[src/rtl/mux_arbiter.sv]
// mux_arbiter: round-robin arbiter that shares one registered valid/ready output stage
// between two requesters, drives the 2:1 mux selector and caps each grant at MAX_BURST beats.
module mux_arbiter #(
    parameter int DATA_WIDTH = 4,
    parameter int MAX_BURST  = 4
) (
    input  logic                  clk,
    input  logic                  rst_n,
    input  logic                  req_0,
    input  logic [DATA_WIDTH-1:0] in_0,
    output logic                  gnt_0,
    input  logic                  req_1,
    input  logic [DATA_WIDTH-1:0] in_1,
    output logic                  gnt_1,
    output logic                  selector,
    output logic [DATA_WIDTH-1:0] data_out,
    output logic                  out_valid,
    input  logic                  out_ready
);
    localparam logic [1:0] IDLE   = 2'd0;
    localparam logic [1:0] GRANT0 = 2'd1;
    localparam logic [1:0] GRANT1 = 2'd2;

    logic [1:0] state, state_nx, other;
    logic [7:0] count, count_inc, count_nx;
    logic       ptr, stage_free, xfer, req_cur, req_oth, burst_done, enter;

    assign stage_free = !out_valid | out_ready;
    assign gnt_0      = (state == GRANT0) & stage_free;
    assign gnt_1      = (state == GRANT1) & stage_free;
    assign xfer       = (gnt_0 & req_0) | (gnt_1 & req_1);
    assign req_cur    = (state == GRANT1) ? req_1 : req_0;
    assign req_oth    = (state == GRANT1) ? req_0 : req_1;
    assign other      = (state == GRANT0) ? GRANT1 : GRANT0;
    assign count_inc  = count + 8'(xfer);
    assign burst_done = count_inc == 8'(MAX_BURST);
    assign enter      = (state_nx != state) & (state_nx != IDLE);

    // Transitions see the post-transfer beat count so a full burst hands over without a bubble.
    always_comb begin
        state_nx = state;
        count_nx = count_inc;
        if (state == IDLE)
            state_nx = (req_0 & req_1) ? (ptr ? GRANT1 : GRANT0) : req_0 ? GRANT0 : req_1 ? GRANT1 : IDLE;
        else if (!req_cur)
            state_nx = req_oth ? other : IDLE;
        else if (burst_done) begin
            if (req_oth)
                state_nx = other;
            else
                count_nx = '0;
        end
        if (enter)
            count_nx = '0;
    end

    always_ff @(posedge clk or negedge rst_n) begin
        if (!rst_n) begin
            state     <= IDLE;
            count     <= '0;
            ptr       <= 1'b0;
            selector  <= 1'b0;
            data_out  <= '0;
            out_valid <= 1'b0;
        end else begin
            if (xfer) begin
                data_out  <= selector ? in_1 : in_0;
                out_valid <= 1'b1;
            end else if (out_ready) begin
                out_valid <= 1'b0;
            end
            // A stalled output stage freezes arbitration entirely.
            if (stage_free) begin
                state <= state_nx;
                count <= count_nx;
                if (enter) begin
                    ptr      <= (state_nx == GRANT0);
                    selector <= (state_nx == GRANT1);
                end
            end
        end
    end
endmodule

[config.mk]
export PLATFORM = sky130hd
export DESIGN_NAME = mux_arbiter
export DESIGN_NICKNAME = d
export VERILOG_FILES = /design/src/rtl/mux_arbiter.sv
export SDC_FILE = /design/constraint.sdc
export NUM_CORES = 1
export LEC_CHECK = 0
export CAP_MARGIN = 10
export CORE_AREA = 2 2 66 68
export CTS_BUF_LIST = sky130_fd_sc_hd__clkbuf_8
export CTS_CLUSTER_DIAMETER = 40
export DETAILED_ROUTE_END_ITERATION = 6
export DIE_AREA = 0 0 68 70
export HOLD_SLACK_MARGIN = 0.02
export REMOVE_ABC_BUFFERS = 1
export SLEW_MARGIN = 20
export SYNTH_ARGS = -nofsm -noshare
export SYNTH_HDL_FRONTEND = slang
export SYNTH_SLANG_ARGS = --single-unit
[constraint.sdc]
create_clock -name clk -period 10.05 [get_ports clk]
set_input_delay 2.01 -clock clk [delete_from_list [all_inputs] [get_ports clk]]
set_output_delay 2.01 -clock clk [all_outputs]
set_load 0.005 [all_outputs]
==> results of run 1 <==
[registers in the layout, indices dropped and copies added (netlist names)]
| name | flops |
|---|---|
| count | 8 |
| data_out | 4 |
| out_valid | 1 |
| ptr | 1 |
| selector | 1 |
| state | 2 |
[routing by layer]
metal | global-route usage [%] | up-vias | routed length, µm
li1 | - | 532 | -
met1 | 15.7 | 517 | 1130
met2 | 20.4 | 15 | 1410
met3 | 2.58 | 3 | 92
met4 | 3.33 | 0 | 27
met5 | 0 | - | 0
[cell type report]
type | instances | share of cell area [%]
Clock buffer | 3 | 2.89
Timing Repair Buffer | 20 | 14.0
Sequential cell | 17 | 29.7
Multi-Input combinational cell | 109 | 47.4
Inverter | 4 | 1.05
Clock inverter | 1 | 0.350
Tap cell | 52 | 4.55
[cell families (layout without fill, tap and decap cells)]
group | count (synthesis) | in the layout | synth area share, %
adder cells (fa/ha/maj) | 2 | 2 | 2.12
buffers and inverters | 12 | 28 | 6.47
AND/OR/NAND/NOR | 55 | 55 | 22.9
flip-flops | 17 | 17 | 36.1
multiplexers | 7 | 7 | 5.94
AO/OA/AOI/OAI | 43 | 43 | 25.0
XOR/XNOR | 2 | 2 | 1.48
[synthesized netlist by cell type (all sizes together), types with 3 or more instances]
library cell	n	area, µm²
o21ai	13	65.1
nand2	18	67.6
a21oi	13	65.1
nand3	6	35.0
nor2	15	56.3
inv	4	15.0
dfrtp	17	425
mux2i	7	70.1
and3	4	26.3
buf	4	41.3
clkbuf	3	11.3
[how the worst min path moves through the flow]
stage	from	to	slack (ps)	depth (start not counted)
5_1_grt	count[0]$_DFFE_PN0N_	count[0]$_DFFE_PN0N_	530	2
3_5_place_dp	count[0]$_DFFE_PN0N_	count[0]$_DFFE_PN0N_	500	2
6_report	count[0]$_DFFE_PN0N_	count[0]$_DFFE_PN0N_	500	2
2_1_floorplan	count[0]$_DFFE_PN0N_	count[0]$_DFFE_PN0N_	460	2
4_1_cts	count[0]$_DFFE_PN0N_	count[0]$_DFFE_PN0N_	510	2
3_3_place_gp	count[0]$_DFFE_PN0N_	count[0]$_DFFE_PN0N_	480	2
[through the flow]
step	setup WS, ps	std cells
floorplan	4950	130
global placement	3990	202
detailed placement	3840	202
CTS	4090	206
global route	3790	206
finish	4090	206
[worst max-delay path: cells and delay by family]
family,cells,cell delay (ps)
buffers and inverters,1,680
and+or+nand+nor,4,1000
muxes,1,340
AOI/OAI and AO/OA,4,1500
adders and majority gates,2,640
[power by group through the flow]
stage               Clock, µW  Sequential (µW)  Combinational [µW]
CTS                      56.0              121                 153
global placement            0              122                 147
detailed placement          0              123                 151
global route             59.0              125                 168
floorplan                   0              117                92.3
finish                   54.4              121                 151
==> results.json, run 1 <==
{
  "result_of_the_run": "finished, final reports clean",
  "finalCoreUtilization_pct": 34.5,
  "finalNetCount": 170,
  "io_pins": 21,
  "synth-async-reset-ratio_pct": 100,
  "slowest_stage": "clkdlybuf4s50_1",
  "layout.cells.most_common": "clkdlybuf4s50_1",
  "die-width_um": 68,
  "drt-wirelength-per-cell_um": 12.9,
  "multi_input_area_um2": 678,
  "worst_skew_pair.late_latency_ps": 260,
  "fin_tns_setup_ps": 0,
  "dpl_cell_area_mm2": 0.00138,
  "port-buffer-count": 20,
  "final.fill_count": 444,
  "mean_syn_cell_area_um2": 8.55,
  "pwr-share-seq_pct": 37.1,
  "hold_viol_final": 0,
  "power.density_cell_area_mw_per_mm2": 228,
  "tritoncts.num_buffers": 3,
  "crit_reg_reg_endpoint": "ptr$_DFFE_PN0P_",
  "period_share_pct": 59.3,
  "die_height_um": 70,
  "grt_max_degree": 20,
  "timing.fmax_ghz": 0.168,
  "netlist_instances": 138,
  "power.combinational.fraction_pct": 46.2,
  "post_cts_resize_count": 0,
  "start_util_pct": 28.5,
  "holdBufCountCts": 0,
  "detail-route-antenna-nets": 0,
  "synth_flop_cell": "dfrtp_1",
  "num_vias": 1067,
  "crit_path_start": "req_0",
  "numClockSinks": 17,
  "grt_overflow": 0,
  "r2r-start": "state[1]$_DFFE_PN0N_",
  "internal-power_uw": 193,
  "cts_setup_buffers": 0,
  "slew-limit-headroom_pct": 48.1,
  "detailedRoute.firstIterationViolations": 21,
  "switching_share_pct": 40.8,
  "post-route-drc-count": 0,
  "global_route.usage.total_pct": 12.2,
  "dieArea_mm2": 0.00476,
  "cp_cell_sequence": "clkdlybuf4s50_1 -> nor2b_1 -> nand2_1 -> a21oi_1 -> ha_1 -> ha_1 -> or4_1 -> a2111oi_4 -> mux2i_1 -> nor2_1 -> a2111oi_1 -> a211o_1",
  "yosysSeqAreaShare_pct": 36.1,
  "worstPathMaxFanout": 11,
  "synth-edff-count": 0,
  "rsz_0062_raised_after_global_routing": "no",
  "endpoint_kind": "flop",
  "worst_setup_path_start_kind": "input pin",
  "critical_path.most_common_cell": "ha_1",
  "critical_path.max_stage_delay_ps": 680,
  "core_area_mm2": 0.00414,
  "critical_path.endpoint": "ptr$_DFFE_PN0P_",
  "worst-r2r-setup-slack_ps": 5910,
  "gpl.final_weighted_congestion": 0.782,
  "most-common-layout-cells": "clkdlybuf4s50_1, nand2_1, dfrtp_1",
  "cts.root.buffer_cell": "clkbuf_8",
  "power.total_uw": 326,
  "path_class": "input pin to flop",
  "ff2ff_path_depth": 12,
  "slew_violations": 0,
  "hold_class": "flop to flop",
  "share_clk_of_total_power_pct": 16.7,
  "grt_pass1_wl_mm": 4.53,
  "min_period_ps": 5960,
  "ys_ff_latch": 17,
  "first_global_vias": 1026,
  "routed_wl_mm": 2.65,
  "p_switching_uw": 133,
  "ff_latch_area_um2": 425,
  "syn_to_final_growth_pct": 21.2,
  "antenna_cells_inserted": 0,
  "cts_buffer_depth": 2,
  "peak_vdd_ir_v": 0.000148,
  "initial_antenna_violation_count": 0,
  "timing.hold.ws_ps": 503,
  "setup-violations-final": 0,
  "fp-row-count": 24,
  "max_slew.worst_pin.slew_ps": 775,
  "design_area_mm2": 0.00143,
  "firstDrtPassIters": 4,
  "detailedPlacementHpwl_mm": 1.99,
  "drive_gt1_share_pct": 6.49,
  "cts_tree": "done",
  "vias_per_cell": 5.18,
  "leakage_uw": 0.000577,
  "skew_ps": 1.25,
  "critical_path_arrival_ps": 6160,
  "synthesis.yosys.warnings": 0,
  "path_clk_slew_ps": 70,
  "critical_path_required_ps": 10260,
  "ys_types": 42,
  "drv_cap": 0,
  "synth.cell_area_mm2": 0.00118,
  "htree_num_levels": 1
}
(Power assumes the default switching activity.)
==> run 2: changes to the inputs <==
==> constraint.sdc (replaced) <==
create_clock -name clk -period 5.6 [get_ports clk]
set_input_delay 1.12 -clock clk [delete_from_list [all_inputs] [get_ports clk]]
set_output_delay 1.12 -clock clk [all_outputs]
set_load 0.005 [all_outputs]
==> run 2 against run 1 <==
  * First-iteration DRC count rose by 14%
  * Non-clock buffer count up 2
  * Combinational power increased by 83%
  * Count of clock-buffer cells in the layout stayed put
  * Global-route usage decreased by 0.78 points
  * Worst setup slack worse by 3200 ps
  * Power grew 80%
  * Via count grew 1.1%
  * Largest power group unchanged
==> results.json, run 2 (synthesized netlist as in run 1, its figures left out) <==
{
  "result_of_the_run": "finished, final reports clean",
  "peak_vdd_ir_v": 0.000254,
  "start_util_pct": 28.5,
  "critical_path_arrival_ps": 4880,
  "routed_wl_mm": 2.57,
  "gpl.final_weighted_congestion": 0.789,
  "die-width_um": 68,
  "htree_num_levels": 1,
  "cts_setup_buffers": 0,
  "cp_cell_sequence": "clkdlybuf4s50_1 -> nor2b_1 -> nand2_1 -> a21oi_1 -> buf_4 -> ha_1 -> ha_1 -> or4_1 -> a2111oi_4 -> mux2i_1 -> nor2_1 -> a2111oi_1 -> a211o_1",
  "timing.hold.ws_ps": 514,
  "period_share_pct": 83.7,
  "final.fill_count": 440,
  "endpoint_kind": "flop",
  "cts_tree": "done",
  "grt_overflow": 0,
  "r2r-start": "state[1]$_DFFE_PN0N_",
  "post_cts_resize_count": 0,
  "worst-r2r-setup-slack_ps": 1840,
  "most-common-layout-cells": "clkdlybuf4s50_1, nand2_1, dfrtp_1",
  "tritoncts.num_buffers": 3,
  "antenna_cells_inserted": 0,
  "initial_antenna_violation_count": 0,
  "crit_reg_reg_endpoint": "ptr$_DFFE_PN0P_",
  "dpl_cell_area_mm2": 0.00140,
  "critical_path.endpoint": "ptr$_DFFE_PN0P_",
  "design_area_mm2": 0.00145,
  "path_class": "input pin to flop",
  "hold_viol_final": 0,
  "post-route-drc-count": 0,
  "worst_skew_pair.late_latency_ps": 250,
  "finalCoreUtilization_pct": 34.9,
  "holdBufCountCts": 0,
  "pre_cts_ws_ps": 656,
  "numClockSinks": 17,
  "fp-row-count": 24,
  "worst_setup_path_start_kind": "input pin",
  "critical_path_required_ps": 5800,
  "vias_per_cell": 5.19,
  "finalWorstSetupSlack_ps": 915,
  "drt-wirelength-per-cell_um": 12.4,
  "drive_gt1_share_pct": 7.69,
  "crit_path_start": "req_0",
  "setup-violations-final": 0,
  "finalNetCount": 172,
  "layout.cells.most_common": "clkdlybuf4s50_1",
  "leakage_uw": 0.000587,
  "max_slew.worst_pin.slew_ps": 766,
  "detail-route-antenna-nets": 0,
  "critical_path.max_stage_delay_ps": 670,
  "core_area_mm2": 0.00414,
  "detailedPlacementHpwl_mm": 1.97,
  "min_period_ps": 4690,
  "timing.fmax_ghz": 0.213,
  "hold_class": "flop to flop",
  "top_regs": "count x8, data_out x4, state x2",
  "path_clk_slew_ps": 70,
  "syn_to_final_growth_pct": 22.5,
  "power.density_cell_area_mw_per_mm2": 407,
  "grt_max_degree": 20,
  "grt_pass1_wl_mm": 4.37,
  "global_route.usage.total_pct": 11.4,
  "port-buffer-count": 20,
  "drv_cap": 0,
  "slew_violations": 0,
  "detailedRoute.firstIterationViolations": 24,
  "dieArea_mm2": 0.00476,
  "first_global_vias": 1006,
  "cts.root.buffer_cell": "clkbuf_8",
  "fin_tns_setup_ps": 0,
  "num_vias": 1079,
  "die_height_um": 70,
  "io_pins": 21,
  "cts_buffer_depth": 2,
  "worstPathMaxFanout": 11,
  "slew-limit-headroom_pct": 48.7,
  "firstDrtPassIters": 4,
  "critical_path.most_common_cell": "ha_1",
  "slowest_stage": "clkdlybuf4s50_1",
  "largest_register_ff_count": 8,
  "rsz_0062_raised_after_global_routing": "no",
  "register_containing_the_most_flip_flops_in_the_final_layout": "count",
  "ff2ff_path_depth": 13,
  "skew_ps": 3.65
}
-- run 2: worst max-delay path: cells and delay by family --
kind	cells	cell delay [ps]
AO/OA/AOI/OAI	4	1080
buffers and inverters	2	840
adder cells (fa/ha/maj)	2	510
multiplexers	1	340
AND/OR/NAND/NOR	4	990
-- run 2: where the power goes --
group	switching [µW]	total, µW	internal [µW]
combinational	132	276	144
sequential	58.5	218	160
clock	44.4	93.7	49.4
-- run 2: routing by layer --
layer	wire length, µm	GRT usage [%]	vias to the layer above
met3	70	1.45	0
met4	0	2.67	0
li1	-	-	534
met5	0	0	-
met2	1340	18.8	17
met1	1160	15.8	528
-- run 2: layout make-up --
class	count	area [µm²]	share of cell area, %
well taps	52	65.1	4.50
flip-flops and latches	17	425	29.4
multi-input cells	109	678	46.9
inverters	4	15.0	1.04
clock buffers	3	41.3	2.86
repair buffers	22	215	14.9
clock inverters	1	5.00	0.346
-- run 2: how the worst min path moves through the flow --
stage               depth (start not counted)  slack, ps                  from                   end
finish                                      2        510  count[0]$_DFFE_PN0N_  count[0]$_DFFE_PN0N_
global route                                2        560  count[0]$_DFFE_PN0N_  count[0]$_DFFE_PN0N_
CTS                                         2        520  count[0]$_DFFE_PN0N_  count[0]$_DFFE_PN0N_
detailed placement                          2        490  count[0]$_DFFE_PN0N_  count[0]$_DFFE_PN0N_
global placement                            2        480  count[0]$_DFFE_PN0N_  count[0]$_DFFE_PN0N_
floorplan                                   2        460  count[0]$_DFFE_PN0N_  count[0]$_DFFE_PN0N_
-- run 2: metrics by stage --
stage	cells	power (µW)
2_1_floorplan	130	376
3_3_place_gp	204	490
3_5_place_dp	204	499
4_1_cts	208	594
5_1_grt	208	638
6_report	208	588
